File: config.mk
export PLATFORM = sky130hd
export DESIGN_NAME = alu_control_sequencer_flat
export DESIGN_NICKNAME = d
export VERILOG_FILES = /design/src/rtl/alu_control_sequencer_if.sv /design/src/rtl/alu_control_sequencer.sv /design/src/flat_wrapper.sv
export SDC_FILE = /design/constraint.sdc
export NUM_CORES = 1
export LEC_CHECK = 0
export ABC_AREA = 1
export BUFFER_PORTS_ARGS = -buffer_cell sky130_fd_sc_hd__buf_2
export CAP_MARGIN = 25
export CORE_UTILIZATION = 44
export CTS_BUF_LIST = sky130_fd_sc_hd__clkbuf_2 sky130_fd_sc_hd__clkbuf_4 sky130_fd_sc_hd__clkbuf_8
export DETAILED_ROUTE_END_ITERATION = 12
export GPL_TIMING_DRIVEN = 1
export PLACE_DENSITY = 0.78
export SLEW_MARGIN = 5
export SYNTH_ARGS = -nofsm -noshare
export SYNTH_HDL_FRONTEND = slang
export SYNTH_SLANG_ARGS = --single-unit
File: constraint.sdc
create_clock -name Clock -period 1.9 [get_ports Clock]
set_input_delay 0.285 -clock Clock [delete_from_list [all_inputs] [get_ports Clock]]
set_output_delay 0.285 -clock Clock [all_outputs]
set_load 0.05 [all_outputs]
File: src/rtl/alu_control_sequencer_if.sv
// Control bundle between the hardwired sequencer and the Datapath:
// run control and IR feed in, bus/load strobes and status out.
interface alu_control_sequencer_if #(
    parameter int RSW  = 4,
    parameter int CNTW = 16
);
    logic            Start;
    logic            Stop;
    logic            MemReady;
    logic [31:0]     IR;

    logic            PCout;
    logic            Zhiout;
    logic            Zlowout;
    logic            MDRout;
    logic            MARin;
    logic            Zin;
    logic            PCin;
    logic            MDRin;
    logic            IRin;
    logic            Yin;
    logic            IncPC;
    logic            Read;
    logic            Rout;
    logic            Rin;
    logic [RSW-1:0]  Rsel;
    logic            ADD;
    logic            SUB;
    logic            AND;
    logic            OR;
    logic            Running;
    logic            Illegal;
    logic [CNTW-1:0] InstrCount;

    modport master (
        input  Start, Stop, MemReady, IR,
        output PCout, Zhiout, Zlowout, MDRout, MARin, Zin, PCin, MDRin, IRin, Yin,
               IncPC, Read, Rout, Rin, Rsel, ADD, SUB, AND, OR,
               Running, Illegal, InstrCount
    );

    modport slave (
        output Start, Stop, MemReady, IR,
        input  PCout, Zhiout, Zlowout, MDRout, MARin, Zin, PCin, MDRin, IRin, Yin,
               IncPC, Read, Rout, Rin, Rsel, ADD, SUB, AND, OR,
               Running, Illegal, InstrCount
    );
endinterface

File: src/rtl/alu_control_sequencer.sv
// Hardwired control unit: fetch (T0-T2) then execute (T3-T5) for
// register-register ALU instructions, with run control and an instruction counter.
module alu_control_sequencer #(
    parameter int OPW  = 5,
    parameter int RSW  = 4,
    parameter int CNTW = 16
) (
    input  logic                    Clock,
    input  logic                    Clear,
    alu_control_sequencer_if.master bus
);
    typedef enum logic [2:0] {
        S_IDLE, S_T0, S_T1, S_T2, S_T3, S_T4, S_T5, S_HALT
    } state_t;

    localparam int ALU_OPS = 4;
    localparam logic [OPW-1:0] OPC_ADD  = OPW'(5'b00011);
    localparam logic [OPW-1:0] OPC_NOP  = OPW'(5'b11010);
    localparam logic [OPW-1:0] OPC_HALT = OPW'(5'b11011);

    state_t state_reg, state_next;

    logic [OPW-1:0]     ir_op;
    logic [RSW-1:0]     ir_ra, ir_rb, ir_rc;
    logic [ALU_OPS-1:0] alu_hit;
    logic [ALU_OPS-1:0] op_sel_reg;
    logic [RSW-1:0]     ra_reg, rc_reg;
    logic [CNTW-1:0]    count_reg;
    logic               unused_ir_bits;

    logic pc_out, zlow_out, mdr_out, mar_in, z_in, pc_in, mdr_in, ir_in, y_in;
    logic inc_pc, read, r_out, r_in, illegal, complete, count_en;
    logic [RSW-1:0]     rsel;
    logic [ALU_OPS-1:0] op_sel;

    assign ir_op = bus.IR[31 -: OPW];
    assign ir_ra = bus.IR[31-OPW -: RSW];
    assign ir_rb = bus.IR[31-OPW-RSW -: RSW];
    assign ir_rc = bus.IR[31-OPW-2*RSW -: RSW];
    assign unused_ir_bits = ^bus.IR[31-OPW-3*RSW:0];

    // ALU opcodes are consecutive from ADD; bit order is ADD, SUB, AND, OR.
    genvar gi;
    generate
        for (gi = 0; gi < ALU_OPS; gi = gi + 1) begin : g_alu_dec
            assign alu_hit[gi] = (ir_op == OPC_ADD + OPW'(gi));
        end
    endgenerate

    always_ff @(posedge Clock or negedge Clear) begin
        if (!Clear) begin
            state_reg  <= S_IDLE;
            count_reg  <= '0;
            op_sel_reg <= '0;
            ra_reg     <= '0;
            rc_reg     <= '0;
        end else begin
            state_reg <= state_next;
            if (count_en) begin
                count_reg <= count_reg + CNTW'(1);
            end
            // IR is only guaranteed in T3; keep what T4/T5 need.
            if (state_reg == S_T3) begin
                op_sel_reg <= alu_hit;
                ra_reg     <= ir_ra;
                rc_reg     <= ir_rc;
            end
        end
    end

    always_comb begin
        state_next = state_reg;
        pc_out     = 1'b0;
        zlow_out   = 1'b0;
        mdr_out    = 1'b0;
        mar_in     = 1'b0;
        z_in       = 1'b0;
        pc_in      = 1'b0;
        mdr_in     = 1'b0;
        ir_in      = 1'b0;
        y_in       = 1'b0;
        inc_pc     = 1'b0;
        read       = 1'b0;
        r_out      = 1'b0;
        r_in       = 1'b0;
        rsel       = '0;
        op_sel     = '0;
        illegal    = 1'b0;
        complete   = 1'b0;
        count_en   = 1'b0;
        case (state_reg)
            S_IDLE, S_HALT: begin
                if (bus.Start) begin
                    state_next = S_T0;
                end
            end
            S_T0: begin
                pc_out     = 1'b1;
                mar_in     = 1'b1;
                inc_pc     = 1'b1;
                z_in       = 1'b1;
                state_next = S_T1;
            end
            S_T1: begin
                read   = 1'b1;
                mdr_in = 1'b1;
                // PC takes the incremented value only on the cycle that leaves T1.
                if (bus.MemReady) begin
                    zlow_out   = 1'b1;
                    pc_in      = 1'b1;
                    state_next = S_T2;
                end
            end
            S_T2: begin
                mdr_out    = 1'b1;
                ir_in      = 1'b1;
                state_next = S_T3;
            end
            S_T3: begin
                if (|alu_hit) begin
                    r_out      = 1'b1;
                    rsel       = ir_rb;
                    y_in       = 1'b1;
                    state_next = S_T4;
                end else if (ir_op == OPC_HALT) begin
                    complete   = 1'b1;
                    count_en   = 1'b1;
                    state_next = S_HALT;
                end else begin
                    complete = 1'b1;
                    count_en = (ir_op == OPC_NOP);
                    illegal  = (ir_op != OPC_NOP);
                end
            end
            S_T4: begin
                r_out      = 1'b1;
                rsel       = rc_reg;
                op_sel     = op_sel_reg;
                z_in       = 1'b1;
                state_next = S_T5;
            end
            S_T5: begin
                zlow_out = 1'b1;
                r_in     = 1'b1;
                rsel     = ra_reg;
                complete = 1'b1;
                count_en = 1'b1;
            end
            default: state_next = S_IDLE;
        endcase
        if (complete && (state_next != S_HALT)) begin
            state_next = bus.Stop ? S_IDLE : S_T0;
        end
    end

    assign bus.PCout      = pc_out;
    assign bus.Zhiout     = 1'b0;
    assign bus.Zlowout    = zlow_out;
    assign bus.MDRout     = mdr_out;
    assign bus.MARin      = mar_in;
    assign bus.Zin        = z_in;
    assign bus.PCin       = pc_in;
    assign bus.MDRin      = mdr_in;
    assign bus.IRin       = ir_in;
    assign bus.Yin        = y_in;
    assign bus.IncPC      = inc_pc;
    assign bus.Read       = read;
    assign bus.Rout       = r_out;
    assign bus.Rin        = r_in;
    assign bus.Rsel       = rsel;
    assign bus.ADD        = op_sel[0];
    assign bus.SUB        = op_sel[1];
    assign bus.AND        = op_sel[2];
    assign bus.OR         = op_sel[3];
    assign bus.Illegal    = illegal;
    assign bus.Running    = (state_reg != S_IDLE) && (state_reg != S_HALT);
    assign bus.InstrCount = count_reg;
endmodule
File: src/flat_wrapper.sv
// flat-port wrapper written by rule: the top's interface ports become plain ports
module alu_control_sequencer_flat 
#(
    parameter int OPW  = 5,
    parameter int RSW  = 4,
    parameter int CNTW = 16
)
  (Clock, Clear, bus_Start, bus_Stop, bus_MemReady, bus_IR, bus_PCout, bus_Zhiout, bus_Zlowout, bus_MDRout, bus_MARin, bus_Zin, bus_PCin, bus_MDRin, bus_IRin, bus_Yin, bus_IncPC, bus_Read, bus_Rout, bus_Rin, bus_Rsel, bus_ADD, bus_SUB, bus_AND, bus_OR, bus_Running, bus_Illegal, bus_InstrCount);
  alu_control_sequencer_if #(.RSW(RSW), .CNTW(CNTW)) bus_i ();
  input  logic Clock;
  input  logic Clear;
  input wire logic [$bits(bus_i.Start)-1:0] bus_Start;
  input wire logic [$bits(bus_i.Stop)-1:0] bus_Stop;
  input wire logic [$bits(bus_i.MemReady)-1:0] bus_MemReady;
  input wire logic [$bits(bus_i.IR)-1:0] bus_IR;
  output wire logic [$bits(bus_i.PCout)-1:0] bus_PCout;
  output wire logic [$bits(bus_i.Zhiout)-1:0] bus_Zhiout;
  output wire logic [$bits(bus_i.Zlowout)-1:0] bus_Zlowout;
  output wire logic [$bits(bus_i.MDRout)-1:0] bus_MDRout;
  output wire logic [$bits(bus_i.MARin)-1:0] bus_MARin;
  output wire logic [$bits(bus_i.Zin)-1:0] bus_Zin;
  output wire logic [$bits(bus_i.PCin)-1:0] bus_PCin;
  output wire logic [$bits(bus_i.MDRin)-1:0] bus_MDRin;
  output wire logic [$bits(bus_i.IRin)-1:0] bus_IRin;
  output wire logic [$bits(bus_i.Yin)-1:0] bus_Yin;
  output wire logic [$bits(bus_i.IncPC)-1:0] bus_IncPC;
  output wire logic [$bits(bus_i.Read)-1:0] bus_Read;
  output wire logic [$bits(bus_i.Rout)-1:0] bus_Rout;
  output wire logic [$bits(bus_i.Rin)-1:0] bus_Rin;
  output wire logic [$bits(bus_i.Rsel)-1:0] bus_Rsel;
  output wire logic [$bits(bus_i.ADD)-1:0] bus_ADD;
  output wire logic [$bits(bus_i.SUB)-1:0] bus_SUB;
  output wire logic [$bits(bus_i.AND)-1:0] bus_AND;
  output wire logic [$bits(bus_i.OR)-1:0] bus_OR;
  output wire logic [$bits(bus_i.Running)-1:0] bus_Running;
  output wire logic [$bits(bus_i.Illegal)-1:0] bus_Illegal;
  output wire logic [$bits(bus_i.InstrCount)-1:0] bus_InstrCount;
  assign bus_i.Start = bus_Start;
  assign bus_i.Stop = bus_Stop;
  assign bus_i.MemReady = bus_MemReady;
  assign bus_i.IR = bus_IR;
  assign bus_PCout = bus_i.PCout;
  assign bus_Zhiout = bus_i.Zhiout;
  assign bus_Zlowout = bus_i.Zlowout;
  assign bus_MDRout = bus_i.MDRout;
  assign bus_MARin = bus_i.MARin;
  assign bus_Zin = bus_i.Zin;
  assign bus_PCin = bus_i.PCin;
  assign bus_MDRin = bus_i.MDRin;
  assign bus_IRin = bus_i.IRin;
  assign bus_Yin = bus_i.Yin;
  assign bus_IncPC = bus_i.IncPC;
  assign bus_Read = bus_i.Read;
  assign bus_Rout = bus_i.Rout;
  assign bus_Rin = bus_i.Rin;
  assign bus_Rsel = bus_i.Rsel;
  assign bus_ADD = bus_i.ADD;
  assign bus_SUB = bus_i.SUB;
  assign bus_AND = bus_i.AND;
  assign bus_OR = bus_i.OR;
  assign bus_Running = bus_i.Running;
  assign bus_Illegal = bus_i.Illegal;
  assign bus_InstrCount = bus_i.InstrCount;
  alu_control_sequencer #(.OPW(OPW), .RSW(RSW), .CNTW(CNTW)) u_core (.Clock(Clock), .Clear(Clear), .bus(bus_i));
endmodule
# After elaboration in Yosys (flattened, before gate mapping)
# Cells that the tools add are included.
# Widths: inputs -> output; s select.
[totals]
ff_bits = 31
inputBits = 37
output_inout_bits = 40
[classes]
n_addsub = 1
eq_ne = 16
muxes = 29
n_reduce_logical = 7
[ops]
columns = ["op", "n"]
rows = [
  ["$pmux 3 s6", 1],
  ["$add 16x1->16 const B", 1],
  ["$mux 1", 16],
  ["$eq 5x3->1 const B", 3],
  ["$mux 3", 5],
  ["$eq 3x3->1 const B", 4],
  ["$pmux 4 s3", 1],
  ["$eq 5x5->1 const B", 2],
  ["$mux 4", 2],
  ["$pmux 1 s2", 4],
  ["$eq 3x2->1 const B", 2],
  ["$ne 3x3->1 const B", 2],
  ["$eq 5x2->1 const B", 1],
  ["$ne 5x5->1 const B", 1],
  ["$reduce_or 2->1", 2],
  ["$reduce_or 4->1", 1],
  ["$eq 3x1->1 const B", 1],
  ["$logic_not 3->1", 1],
  ["$reduce_bool 3->1", 1],
  ["$logic_and 1x1->1", 2],
]

# Longest topological paths before layout
[logic_depth]
word_depth = 7
ltp_mapped = 10
depth_no_buf = 10

# Least setup slack after synthesis
# OpenSTA, ideal clock, no wires.
[synth_path]
path_type = "reg2out"
startpoint = "reg u_core.state_reg[1]"
endpoint = "out bus_Rsel[0]"
arrival_ns = 1.714
t_required_ns = 1.615
slack_ns = -0.099
path_stages_with_launch = 8
n_path_buf = 0
path_cell_list = "dfrtp_1 -> nor2_2 -> nand2_2 -> inv_4 -> nand2_1 -> inv_1 -> nand2_1 -> nand3_1"
[synth_between]
elab_chain_cells = 2
[synth_rtl]
columns = ["item", "line", "rtl"]
rows = [
  ["start, declared", "alu_control_sequencer.sv:21", "state_t state_reg, state_next;"],
  ["start signal, assigned", "alu_control_sequencer.sv:58", "state_reg <= state_next;"],
  ["$eq 3x3->1", "alu_control_sequencer.sv:91", "case (state_reg)"],
  ["$pmux 4 s3 *", "alu_control_sequencer.sv:91", ""],
  ["end, declared", "flat_wrapper.sv:30", "output wire logic [$bits(bus_i.Rsel)-1:0] bus_Rsel;"],
]
# Every way passes the cells marked *; elsewhere a longest branch is shown, timed or not.

# Worst setup path after layout
[layout_path]
startpoint = "reg u_core.state_reg[1]"
endpoint = "out bus_Illegal"
[layout_between]
elab_chain_cells = 2
[layout_rtl]
columns = ["item", "line", "rtl"]
rows = [
  ["$eq 3x3->1", "alu_control_sequencer.sv:91", ""],
  ["$mux 1", "alu_control_sequencer.sv:91", ""],
  ["end, declared", "flat_wrapper.sv:36", "output wire logic [$bits(bus_i.Illegal)-1:0] bus_Illegal;"],
]
# Every way passes these cells.

==> impl_metrics.tcl <==
set metrics [dict create \
    met1_length_um 1752 \
    path_class "register to output pin" \
    clock-root-buffer "clkbuf_8" \
    die_height_um 65.97 \
    p_seq_share_pct 30.0 \
    min_period_over_period_pct 95.12 \
    syn_area_per_cell_um2 7.502 \
    drt_iter0_drc 54 \
    stdcell_count 353 \
    core-area_um2 3799 \
    fp-row-count 22 \
    grt_pass1_wl_um 6423 \
    cp_top_family "flip-flops" \
    worst-path-buf-inv 2 \
    synth_cells 240 \
    dieArea_um2 4352 \
    cp.required_ns 1.62 \
    wl_per_cell_um 10.60 \
    register_area_um2 779.5 \
    dieWidth_um 65.97 \
    synth_fp_nets 278 \
    fmax_ghz 0.5533 \
    leakage_nw 1.327 \
    fin_util_pct 61.73 \
    cp_max_fo 9 \
    path_clk_slew_ns 0.06 \
    p_int_mw 1.774 \
    power_density_nw_per_um2 1477 \
    clock_latency_ns 0.28 \
    drt_pass1_iterations 4 \
    p_clk_share_pct 19.2 \
    drc 0 \
    hold_viol 0 \
    multi_input_area_um2 882.1 \
    grt_max_degree 32 \
    numCtsBuffers 5 \
    drive_above_1_share_pct 32.79 \
    clock_skew_ns 0.003552 \
    dpl.cell_count 343 \
    maxSlewHeadroom_pct 56.00 \
    min_period_ns 1.807 \
    area_growth_syn_to_layout_pct 30.23 \
    grt-ovfl-total 0 \
    ys_ff_latch 31 \
    worstMarginPinSlew_ns 0.6601 \
    postPlaceCellArea_um2 2151 \
    hold_path.class "primary input to asynchronous set/reset pin" \
    gp_congestion 0.8154 \
    cts.path.max_buffers 2 \
    p_switching_mw 1.689 \
    drv_cap 0 \
    postRouteAntennaNets 0 \
    largest_reg_flops 16 \
    fillers 343 \
    grt_pass1_vias 1481 \
    swShare_pct 48.78 \
    vias 1675 \
    avgViaCountPerCell 4.745 \
    wirelength_um 3743 \
    numPortBuffers 60 \
    io_pins 77 \
    maxSlewViolCount 0 \
    ys_types 30 \
    cts_hold_buf 0 \
    yosysSeqAreaShare_pct 43.09 \
    setup-violations-final 0 \
    nets 342 \
    final_area_um2 2345 \
    status "complete, no violations" \
    slowest_delay_ns 0.45 \
    antenna_found_initial 0 \
    peakVddDrop_v 0.001149 \
    p_comb_share_pct 50.8 \
    ys_warn_count 0 \
    startpoint_type "register" \
    highest_layer "met4" \
    start_util_pct 47.40 \
    critical_path.endpoint_type "output pin" \
    crit_chain "nor2_4 -> nand2_2 -> clkinv_4 -> nand4_1 -> nor2_1 -> clkbuf_4" \
    crit_slowest_cell "dfrtp_2" \
    cts_num_sinks 31 \
    wl_met2_um 1698 \
    cts_tree "done" \
    arrival_ns 1.52 \
    wl_met3_um 241 \
    grtUsageTotal_pct 19.20 \
    diodes 0 \
    dp.final_hpwl_um 2853 \
    synth.cell_area_um2 1800 \
    htreeDepth 2 \
]
==> cells by family (layout without fill, tap and decap cells) <==
kind of cell | Yosys count | after routing | synth area share (%)
simple gates | 143 | 143 | 36.00
fa+ha+maj | 1 | 1 | 0.6948
compound gates | 11 | 11 | 3.196
flops | 31 | 31 | 43.09
mux | 1 | 1 | 0.8337
xor+xnor | 12 | 12 | 5.837
buf+inv | 40 | 105 | 10.15
other cells | 1 | 1 | 0.2083
==> per-layer routing <==
layer  vias up  GRT usage, %
met5         -             0
met4         0         6.383
met3         7         4.828
met2        56         31.89
met1       746         24.26
li1        866             -
==> cell type report <==
class	count	area share, %
multi-input combinational	169	37.62
sequential	31	33.24
timing repair buffer	65	16.12
inverter	32	5.443
clock buffer	6	3.522
tap	48	2.561
clock inverter	2	1.494
==> cells in the mapped netlist (all sizes together) <==
cell type	number	area, µm²
o21ai	5	25.02
xor2	8	70.07
dfrtp	31	775.7
nand4	5	37.53
nand3b	1	7.510
buf	7	53.80
ha	1	12.51
nand2	84	337.8
and2	1	8.760
nand3	19	95.09
nor2	24	111.4
nor3	9	50.05
o22ai	2	12.51
mux2	1	15.01
conb	1	3.750
clkbuf	1	3.750
xnor2	4	35.03
a21oi	4	20.02
inv	32	125.1
==> power by group through the flow <==
stage	Combinational, mW	Sequential (mW)	Clock [mW]
after global placement	1.66	1.03	0
after global routing	1.91	1.07	0.709
after detailed placement	1.68	1.04	0
after CTS	1.72	1.04	0.682
after floorplan	1.19	1.20	0
final	1.76	1.04	0.666
==> worst paths after layout <==
check	endpoint	cells past startpoint	start	slack, ns
worst max-delay path	bus_Illegal	6	u_core.state_reg[1]	0.09
worst min-delay path	u_core.state_reg[1]	1	Clear	0.03
worst max register to register	u_core.bus.InstrCount[14]	6	u_core.bus.InstrCount[0]	0.31
worst min register to register	u_core.rc_reg[1]	2	u_core.rc_reg[1]	0.48
max in group asynchronous	u_core.state_reg[0]	1	Clear	1.41
min in group Clock	u_core.rc_reg[1]	3	bus_IR[16]	0.20
==> stage by stage <==
stage               setup WS, ns  power, mW  setup TNS (ns)  hold WS [ns]
CTS                     0.005021      3.445               0       0.06125
global placement          0.1605      2.691               0        0.3650
detailed placement        0.1451      2.718               0        0.3695
global route           -0.002293      3.695       -0.002347       0.09724
finish                   0.09271      3.463               0       0.03157
floorplan                0.02187      2.389               0      -0.01059
==> worst register-to-register path, cell delays in order, from the launching register on <==
cell and delay [ns]:
dfrtp_1 0.42, ha_1 0.24, nand2_1 0.07, nor3_1 0.30, nand4_1 0.22, o21ai_1 0.16, nand2_1 0.07
==> repair_timing <==
item	4_1_cts	5_1_grt
setup buffers	0	2
pin swaps	0	1
resized for setup	16	7
cloned	0	0
endpoints found under the setup margin	11	12
==> cell usage in the layout, fill, tap and decap left out, drive strengths merged, types with 4 or more instances in the layout <==
| master | count |
|---|---|
| a21oi | 4 |
| o21ai | 5 |
| buf | 63 |
| xor2 | 8 |
| dfrtp | 31 |
| nor3 | 9 |
| inv | 31 |
| xnor2 | 4 |
| clkbuf | 8 |
| nand2 | 84 |
| nor2 | 24 |
| nand3 | 19 |
| nand4 | 5 |
(Power assumes the default switching activity.)
